[config.mk]
export PLATFORM = sky130hd
export DESIGN_NAME = alu_mc_flat
export DESIGN_NICKNAME = d
export VERILOG_FILES = /design/src/rtl/alu_pkg.sv /design/src/rtl/alu_mc_if.sv /design/src/rtl/alu_mc_muldiv.sv /design/src/rtl/alu_mc.sv /design/src/flat_wrapper.sv
export SDC_FILE = /design/constraint.sdc
export NUM_CORES = 1
export LEC_CHECK = 0
export ABC_AREA = 1
export BUFFER_PORTS_ARGS = -buffer_cell sky130_fd_sc_hd__clkbuf_2
export CORE_ASPECT_RATIO = 1.5
export CORE_MARGIN = 4
export CORE_UTILIZATION = 40
export CTS_CLUSTER_DIAMETER = 30
export DETAILED_ROUTE_END_ITERATION = 16
export PLACE_DENSITY = 0.61
export SYNTH_ARGS = -nofsm -noshare
export SYNTH_HDL_FRONTEND = slang
export SYNTH_SLANG_ARGS = --single-unit
[constraint.sdc]
create_clock -name clk -period 1.81 [get_ports clk]
set_clock_uncertainty 0.15 [all_clocks]
set_input_delay 0.0905 -clock clk [delete_from_list [all_inputs] [get_ports clk]]
set_output_delay 0.0905 -clock clk [all_outputs]
set_load 0.005 [all_outputs]
[src/rtl/alu_pkg.sv]
// Shared definitions for the multi-cycle ALU: default width, op-code
// constants and the control FSM state encoding.
package alu_pkg;

    localparam int ALU_WIDTH_DEF = 32;

    localparam logic [4:0] OP_ADD   = 5'b00000;
    localparam logic [4:0] OP_SUB   = 5'b00001;
    localparam logic [4:0] OP_AND   = 5'b00100;
    localparam logic [4:0] OP_OR    = 5'b00101;
    localparam logic [4:0] OP_XOR   = 5'b00110;
    localparam logic [4:0] OP_SLL   = 5'b01000;
    localparam logic [4:0] OP_SRL   = 5'b01001;
    localparam logic [4:0] OP_SRA   = 5'b01010;
    localparam logic [4:0] OP_SLT   = 5'b01100;
    localparam logic [4:0] OP_SLTU  = 5'b01101;
    localparam logic [4:0] OP_MUL   = 5'b10000;
    localparam logic [4:0] OP_MULHU = 5'b10001;
    localparam logic [4:0] OP_DIVU  = 5'b10010;
    localparam logic [4:0] OP_REMU  = 5'b10011;

    typedef enum logic [1:0] {
        ST_IDLE = 2'b00,
        ST_BUSY = 2'b01,
        ST_DONE = 2'b10
    } state_e;

endpackage

[src/rtl/alu_mc_if.sv]
// Operation/result handshake bundle of the multi-cycle ALU.
// master drives operations and accepts results, slave is the ALU.
interface alu_mc_if #(
    parameter int WIDTH = 32
) ();
    logic             in_valid;
    logic             in_ready;
    logic [4:0]       op;
    logic [WIDTH-1:0] A;
    logic [WIDTH-1:0] B;
    logic             out_valid;
    logic             out_ready;
    logic [WIDTH-1:0] D;
    logic             Zero;
    logic             Carry;
    logic             Overflow;
    logic             Err;

    modport master (
        output in_valid, op, A, B, out_ready,
        input  in_ready, out_valid, D, Zero, Carry, Overflow, Err
    );

    modport slave (
        input  in_valid, op, A, B, out_ready,
        output in_ready, out_valid, D, Zero, Carry, Overflow, Err
    );
endinterface

[src/rtl/alu_mc_muldiv.sv]
// Iterative unsigned multiply (shift-add) / restoring divide, one bit per
// cycle. start_i loads the operands; WIDTH iterations follow. done_o is
// high during the cycle of the final iteration and result_o then carries
// the final value (taken from the next-state path), so the parent can
// register it on the same edge that retires the last iteration.
// sel_i: 00 MUL low, 01 MULHU high, 10 DIVU quotient, 11 REMU remainder.
module alu_mc_muldiv #(
    parameter int WIDTH = 32
) (
    input  logic             clk,
    input  logic             rst,
    input  logic             start_i,
    input  logic [1:0]       sel_i,
    input  logic [WIDTH-1:0] a_i,
    input  logic [WIDTH-1:0] b_i,
    output logic             done_o,
    output logic [WIDTH-1:0] result_o
);
    localparam int CW = $clog2(WIDTH) + 1;
    localparam logic [CW-1:0] CNT_LAST = CW'(WIDTH - 1);

    logic                 busy_q;
    logic [CW-1:0]        cnt_q;
    logic [1:0]           sel_q;
    logic [WIDTH-1:0]     b_q;
    // Upper half: partial product / remainder; lower half: multiplier / quotient.
    logic [2*WIDTH-1:0]   acc_q;
    logic [2*WIDTH-1:0]   acc_d;
    logic [WIDTH:0]       add_s;
    logic [WIDTH:0]       shf_s;
    logic [WIDTH:0]       sub_s;

    // One iteration step of either the multiplier or the divider.
    always_comb begin
        add_s = {1'b0, acc_q[2*WIDTH-1:WIDTH]}
              + (acc_q[0] ? {1'b0, b_q} : {(WIDTH+1){1'b0}});
        shf_s = {acc_q[2*WIDTH-1:WIDTH], acc_q[WIDTH-1]};
        sub_s = shf_s - {1'b0, b_q};
        if (!sel_q[1]) begin
            acc_d = {add_s, acc_q[WIDTH-1:1]};
        end else if (!sub_s[WIDTH]) begin
            acc_d = {sub_s[WIDTH-1:0], acc_q[WIDTH-2:0], 1'b1};
        end else begin
            acc_d = {shf_s[WIDTH-1:0], acc_q[WIDTH-2:0], 1'b0};
        end
    end

    assign done_o   = busy_q && (cnt_q == CNT_LAST);
    assign result_o = sel_q[0] ? acc_d[2*WIDTH-1:WIDTH] : acc_d[WIDTH-1:0];

    // Operand load on start, then WIDTH iterations counted by cnt_q.
    always_ff @(posedge clk or posedge rst) begin
        if (rst) begin
            busy_q <= 1'b0;
            cnt_q  <= '0;
            sel_q  <= 2'b00;
            b_q    <= '0;
            acc_q  <= '0;
        end else if (start_i) begin
            busy_q <= 1'b1;
            cnt_q  <= '0;
            sel_q  <= sel_i;
            b_q    <= b_i;
            acc_q  <= {{WIDTH{1'b0}}, a_i};
        end else if (busy_q) begin
            acc_q <= acc_d;
            if (cnt_q == CNT_LAST) begin
                busy_q <= 1'b0;
                cnt_q  <= '0;
            end else begin
                cnt_q <= cnt_q + CW'(1);
            end
        end
    end
endmodule

[src/rtl/alu_mc.sv]
// Multi-cycle ALU top. Single-cycle ops retire one cycle after accept;
// with ALU_MC_MULDIV_EN defined, MUL/MULHU/DIVU/REMU run on the iterative
// unit and retire WIDTH+1 cycles after accept. Without the macro those
// op-codes are illegal (D=0, Err=1) and the BUSY state is never entered.
module alu_mc
    import alu_pkg::*;
#(
    parameter int WIDTH = ALU_WIDTH_DEF,
    parameter int SHW   = $clog2(WIDTH)
) (
    input  logic       clk,
    input  logic       rst,
    alu_mc_if.slave    bus
);
    state_e           state_q;
    logic [WIDTH-1:0] d_q;
    logic             zero_q, carry_q, ovf_q, err_q, out_valid_q;

    logic [WIDTH-1:0] res_d;
    logic             carry_d, ovf_d, err_d, md_op_s;
    logic [WIDTH:0]   sum_s, dif_s;
    logic [SHW-1:0]   sh_s;
    logic             accept_s, md_done_s;
    logic [WIDTH-1:0] md_res_s;

    assign accept_s = bus.in_valid && (state_q == ST_IDLE);
    assign sh_s     = bus.B[SHW-1:0];
    assign sum_s    = {1'b0, bus.A} + {1'b0, bus.B};
    // A + ~B + 1: carry-out is set exactly when A >= B (unsigned).
    assign dif_s    = {1'b0, bus.A} + {1'b0, ~bus.B} + {{WIDTH{1'b0}}, 1'b1};

    // Single-cycle result and flag decode from the presented operands.
    always_comb begin
        res_d   = '0;
        carry_d = 1'b0;
        ovf_d   = 1'b0;
        err_d   = 1'b0;
        md_op_s = 1'b0;
        case (bus.op)
            OP_ADD: begin
                res_d   = sum_s[WIDTH-1:0];
                carry_d = sum_s[WIDTH];
                ovf_d   = (bus.A[WIDTH-1] == bus.B[WIDTH-1]) && (sum_s[WIDTH-1] != bus.A[WIDTH-1]);
            end
            OP_SUB: begin
                res_d   = dif_s[WIDTH-1:0];
                carry_d = dif_s[WIDTH];
                ovf_d   = (bus.A[WIDTH-1] != bus.B[WIDTH-1]) && (dif_s[WIDTH-1] != bus.A[WIDTH-1]);
            end
            OP_AND:  res_d = bus.A & bus.B;
            OP_OR:   res_d = bus.A | bus.B;
            OP_XOR:  res_d = bus.A ^ bus.B;
            OP_SLL:  res_d = bus.A << sh_s;
            OP_SRL:  res_d = bus.A >> sh_s;
            OP_SRA:  res_d = $signed(bus.A) >>> sh_s;
            OP_SLT:  res_d = {{(WIDTH-1){1'b0}}, ($signed(bus.A) < $signed(bus.B))};
            OP_SLTU: res_d = {{(WIDTH-1){1'b0}}, (bus.A < bus.B)};
`ifdef ALU_MC_MULDIV_EN
            OP_MUL, OP_MULHU, OP_DIVU, OP_REMU: md_op_s = 1'b1;
`endif
            default: err_d = 1'b1;
        endcase
    end

`ifdef ALU_MC_MULDIV_EN
    alu_mc_muldiv #(
        .WIDTH (WIDTH)
    ) u_muldiv (
        .clk      (clk),
        .rst      (rst),
        .start_i  (accept_s && md_op_s),
        .sel_i    (bus.op[1:0]),
        .a_i      (bus.A),
        .b_i      (bus.B),
        .done_o   (md_done_s),
        .result_o (md_res_s)
    );
`else
    assign md_done_s = 1'b0;
    assign md_res_s  = '0;
`endif

    // Control FSM with registered result and flags.
    always_ff @(posedge clk or posedge rst) begin
        if (rst) begin
            state_q     <= ST_IDLE;
            out_valid_q <= 1'b0;
            d_q         <= '0;
            zero_q      <= 1'b0;
            carry_q     <= 1'b0;
            ovf_q       <= 1'b0;
            err_q       <= 1'b0;
        end else begin
            case (state_q)
                ST_IDLE: begin
                    if (accept_s) begin
                        if (md_op_s) begin
                            state_q <= ST_BUSY;
                        end else begin
                            state_q     <= ST_DONE;
                            out_valid_q <= 1'b1;
                            d_q         <= res_d;
                            zero_q      <= (res_d == '0);
                            carry_q     <= carry_d;
                            ovf_q       <= ovf_d;
                            err_q       <= err_d;
                        end
                    end
                end
                ST_BUSY: begin
                    if (md_done_s) begin
                        state_q     <= ST_DONE;
                        out_valid_q <= 1'b1;
                        d_q         <= md_res_s;
                        zero_q      <= (md_res_s == '0);
                        carry_q     <= 1'b0;
                        ovf_q       <= 1'b0;
                        err_q       <= 1'b0;
                    end
                end
                ST_DONE: begin
                    if (bus.out_ready) begin
                        state_q     <= ST_IDLE;
                        out_valid_q <= 1'b0;
                    end
                end
                default: begin
                    state_q     <= ST_IDLE;
                    out_valid_q <= 1'b0;
                end
            endcase
        end
    end

    assign bus.in_ready  = (state_q == ST_IDLE);
    assign bus.out_valid = out_valid_q;
    assign bus.D         = d_q;
    assign bus.Zero      = zero_q;
    assign bus.Carry     = carry_q;
    assign bus.Overflow  = ovf_q;
    assign bus.Err       = err_q;
endmodule

[src/flat_wrapper.sv]
// flat-port wrapper written by rule: the top's interface ports become plain ports
module alu_mc_flat import alu_pkg::*;
#(
    parameter int WIDTH = ALU_WIDTH_DEF,
    parameter int SHW   = $clog2(WIDTH)
)
  (clk, rst, bus_in_valid, bus_op, bus_A, bus_B, bus_out_ready, bus_in_ready, bus_out_valid, bus_D, bus_Zero, bus_Carry, bus_Overflow, bus_Err);
  alu_mc_if #(.WIDTH(WIDTH)) bus_i ();
  input  logic clk;
  input  logic rst;
  input wire logic [$bits(bus_i.in_valid)-1:0] bus_in_valid;
  input wire logic [$bits(bus_i.op)-1:0] bus_op;
  input wire logic [$bits(bus_i.A)-1:0] bus_A;
  input wire logic [$bits(bus_i.B)-1:0] bus_B;
  input wire logic [$bits(bus_i.out_ready)-1:0] bus_out_ready;
  output wire logic [$bits(bus_i.in_ready)-1:0] bus_in_ready;
  output wire logic [$bits(bus_i.out_valid)-1:0] bus_out_valid;
  output wire logic [$bits(bus_i.D)-1:0] bus_D;
  output wire logic [$bits(bus_i.Zero)-1:0] bus_Zero;
  output wire logic [$bits(bus_i.Carry)-1:0] bus_Carry;
  output wire logic [$bits(bus_i.Overflow)-1:0] bus_Overflow;
  output wire logic [$bits(bus_i.Err)-1:0] bus_Err;
  assign bus_i.in_valid = bus_in_valid;
  assign bus_i.op = bus_op;
  assign bus_i.A = bus_A;
  assign bus_i.B = bus_B;
  assign bus_i.out_ready = bus_out_ready;
  assign bus_in_ready = bus_i.in_ready;
  assign bus_out_valid = bus_i.out_valid;
  assign bus_D = bus_i.D;
  assign bus_Zero = bus_i.Zero;
  assign bus_Carry = bus_i.Carry;
  assign bus_Overflow = bus_i.Overflow;
  assign bus_Err = bus_i.Err;
  alu_mc #(.WIDTH(WIDTH), .SHW(SHW)) u_core (.clk(clk), .rst(rst), .bus(bus_i));
endmodule
==> results.ini <==
[outcome]
status=complete, but fails checks
failed_checks=setup timing

[route]
drc=0
drtAntennaViolNets=0
route.met3.wl_um=5930
highest_layer=met4
wl_met2_um=35000
vias=19300
drtIter0Drc=1583
routed_via_density=5.65
finalWirelength_um=74600
first_pass_iters=6
wl_met1_um=26100
wl_per_cell_um=21.9

[setup_path]
critPathLaunchType=input pin
cp.arrival_ns=2.44
crit_fanout=4
crit_chain=buf_6 -> buf_4 -> ha_1 -> nand2_2 -> nand2_2 -> buf_4 -> nand2_1 -> nand2_1 -> nand3b_1 -> nand2_2 -> buf_6 -> nand3_1 -> nand3_1 -> nand2_2 -> nor2_4 -> nand2_1 -> nor2_1 -> nand2_1 -> nor2_1 -> nand3_1 -> nand2_1
cp_num_buf_inv=4
cp_data_required_time_ns=1.89
slowest_stage=nand3b_1
reg2regPathDepth=5
worst-path-stages=21
critical-path-top-delay-family=simple AND/OR/NAND/NOR gates
crit_end=u_core.bus.Zero
crit_path_max_incr_delay_ns=0.28
cp-startpoint=bus_A[5]
cp_common_cell=nand2_1
reg2reg_slack_ns=0.20
critPathKind=in2reg
worstReg2RegStart=u_core.bus.out_valid
r2r_end=u_core.bus.D[9]
end_kind=flop

[clocking]
clk_path_buf_depth=2
cts_htree_levels=2
numClockSinks=37
cts_buffers=5
clockRootBuffer=clkbuf_16
clk_pin_slew_ns=0.06
clock_latency_ns=0.28
cts_tree=built

[synthesis]
ys_seq_area_share_pct=7.71
synth-adder-area-share_pct=10.5
ys.flop_type=dfrtp_1
synth_edf_count=0
yosysTopAreaCellShare_pct=26.0
synth-simple-area-share_pct=57.1
synth-seq-cells=37
netlist_area_um2=12000
yosys_warnings=0
async_flop_share_pct=100
synth_cell_types=42
yosysMostFrequentCell=nand2_1
synthTopCellsByCount=nand2_1 (833), nand3_1 (435), inv_1 (354)
synthXorXnorAreaFrac_pct=0.146
avgSynthCellArea_um2=4.99
syn_inst=2406
synth_compound_area_share_pct=8.66
synth_area_leader_cell=nand2_1
synth_area_leaders=nand2_1 (26%), nand3_1 (18%), inv_1 (11%)
synth_top_family_by_area=simple AND/OR/NAND/NOR gates
synthMuxAreaShare_pct=0
syn-num-nets=2579

[layout]
nFillCells=2593
final-instance-count-excl-fill=3409
syn2layout_area_growth_pct=77.2
final_util_pct=72.0
finalNetCount=3185
layout-drive-gt1-share_pct=48.4

[timing]
period_share_pct=130
worst_pin_slew_ns=0.527
finalCriticalPeriod_ns=2.36
timing.hold.ws_ns=0.133
rsz0062_at_grt=yes
max_clock_freq_ghz=0.423
hold_violations=0
maxSlewHeadroom_pct=64.9
worst_slack_ns=-0.552
drv_slew=0
setup_viol=34

[floorplanning]
dieArea_um2=32900
initial_utilization_pct=40.6
fp.dieW_um=150
die_h_um=220
coreArea_um2=29600
ios=111
row_count=77

[pwr]
p_per_area_nw_per_um2=401
ir_worst_vdd_mv=0.479
p_leak_nw=11.4

[grt]
grt_pass1_wl_um=103000
grt-ovfl-total=0
grt_pass1_vias=18400
grt_max_degree=61
globalRouteTotalUtil_pct=41.1
grt_antenna_before_repair=1

[min_path]
hold_path_class=in2reg

[place]
io_buffers=110
dp_hpwl_um=56800
place_congestion=1.10
dp.cells=3313
dp_slack_ns=-1.17

[run]
cap_violations=0

[stage by stage]
stage               TNS (ns)  power [mW]  area, µm²
floorplan              -5.76        3.33      12300
global placement      -25.92        5.59      16700
detailed placement    -26.80        5.63      16700
CTS                    -7.02        7.50      18900
global route          -10.90        8.96      21300
finish                 -8.48        8.55      21300
[area by class of cell]
cell class                 instances  area, µm²  share of cell area, %
clock inverter                     3       68.8                  0.323
timing repair buffer             704       5880                   27.6
antenna                            1       2.50                 0.0118
clock buffer                       5        125                  0.588
inverter                         360       1460                   6.85
sequential                        37        926                   4.35
multi-input combinational       1904      12300                   57.9
tap                              395        494                   2.32
[cells in the final DEF (no fill, tap or decap), types with 27 or more instances in the layout]
cell type,n
a21oi_1,28
buf_4,497
buf_6,92
clkbuf_2,73
dfrtp_1,37
ha_1,49
ha_4,32
inv_1,241
inv_2,86
nand2_1,556
nand2_2,217
nand2_4,57
nand3_1,341
nand3_2,76
nand4_1,37
nor2_1,141
nor2_2,58
nor2_4,68
o21ai_1,27
[tightest hold or removal path, cell delays in order]
cell	delay [ns]
clkbuf_2	0.12
nor2_1	0.07
o221ai_1	0.19
o41ai_1	0.07
[what timing repair did]
action | 4_1_cts | 5_1_grt
pin swaps | 118 | 236
resized for setup | 484 | 659
setup endpoints to repair | 35 | 35
setup buffers | 54 | 40
gates cloned | 0 | 4
hold endpoints to repair | 38 | 0
hold buffers | 2 | 0
[cell families after synthesis]
group	Yosys count
compound gates	185
xor+xnor	2
fa+ha+maj	100
buf+inv	465
flops	37
simple gates	1617
[registers in the layout, indices dropped and copies added, names as in the netlist]
register and flops:
u_core.bus.Carry 1, u_core.bus.D 32, u_core.bus.Err 1, u_core.bus.Overflow 1, u_core.bus.Zero 1, u_core.bus.out_valid 1
[how the worst min path moves through the flow]
stage | from | endpoint | slack (ns) | cells after the start
3_3_place_gp | rst | u_core.bus.D[23] | 0.05 | 3
4_1_cts | bus_op[3] | u_core.bus.Err | 0.12 | 4
5_1_grt | bus_in_valid | u_core.bus.D[18] | 0.17 | 4
2_1_floorplan | bus_out_ready | u_core.bus.out_valid | 0.05 | 1
3_5_place_dp | rst | u_core.bus.D[23] | 0.07 | 3
6_report | bus_op[3] | u_core.bus.Err | 0.13 | 4
[metal layers]
metal | track usage [%] | up-vias
li1 | - | 8854
met1 | 46.1 | 9007
met2 | 70.1 | 1029
met3 | 6.43 | 375
met4 | 30.5 | 0
met5 | 0 | -
[report_power, final]
part           switching, mW  internal [mW]
combinational           3.67           2.67
sequential            0.0818          0.954
clock                  0.372          0.795
total                   4.13           4.42
(Power assumes the default switching activity.)
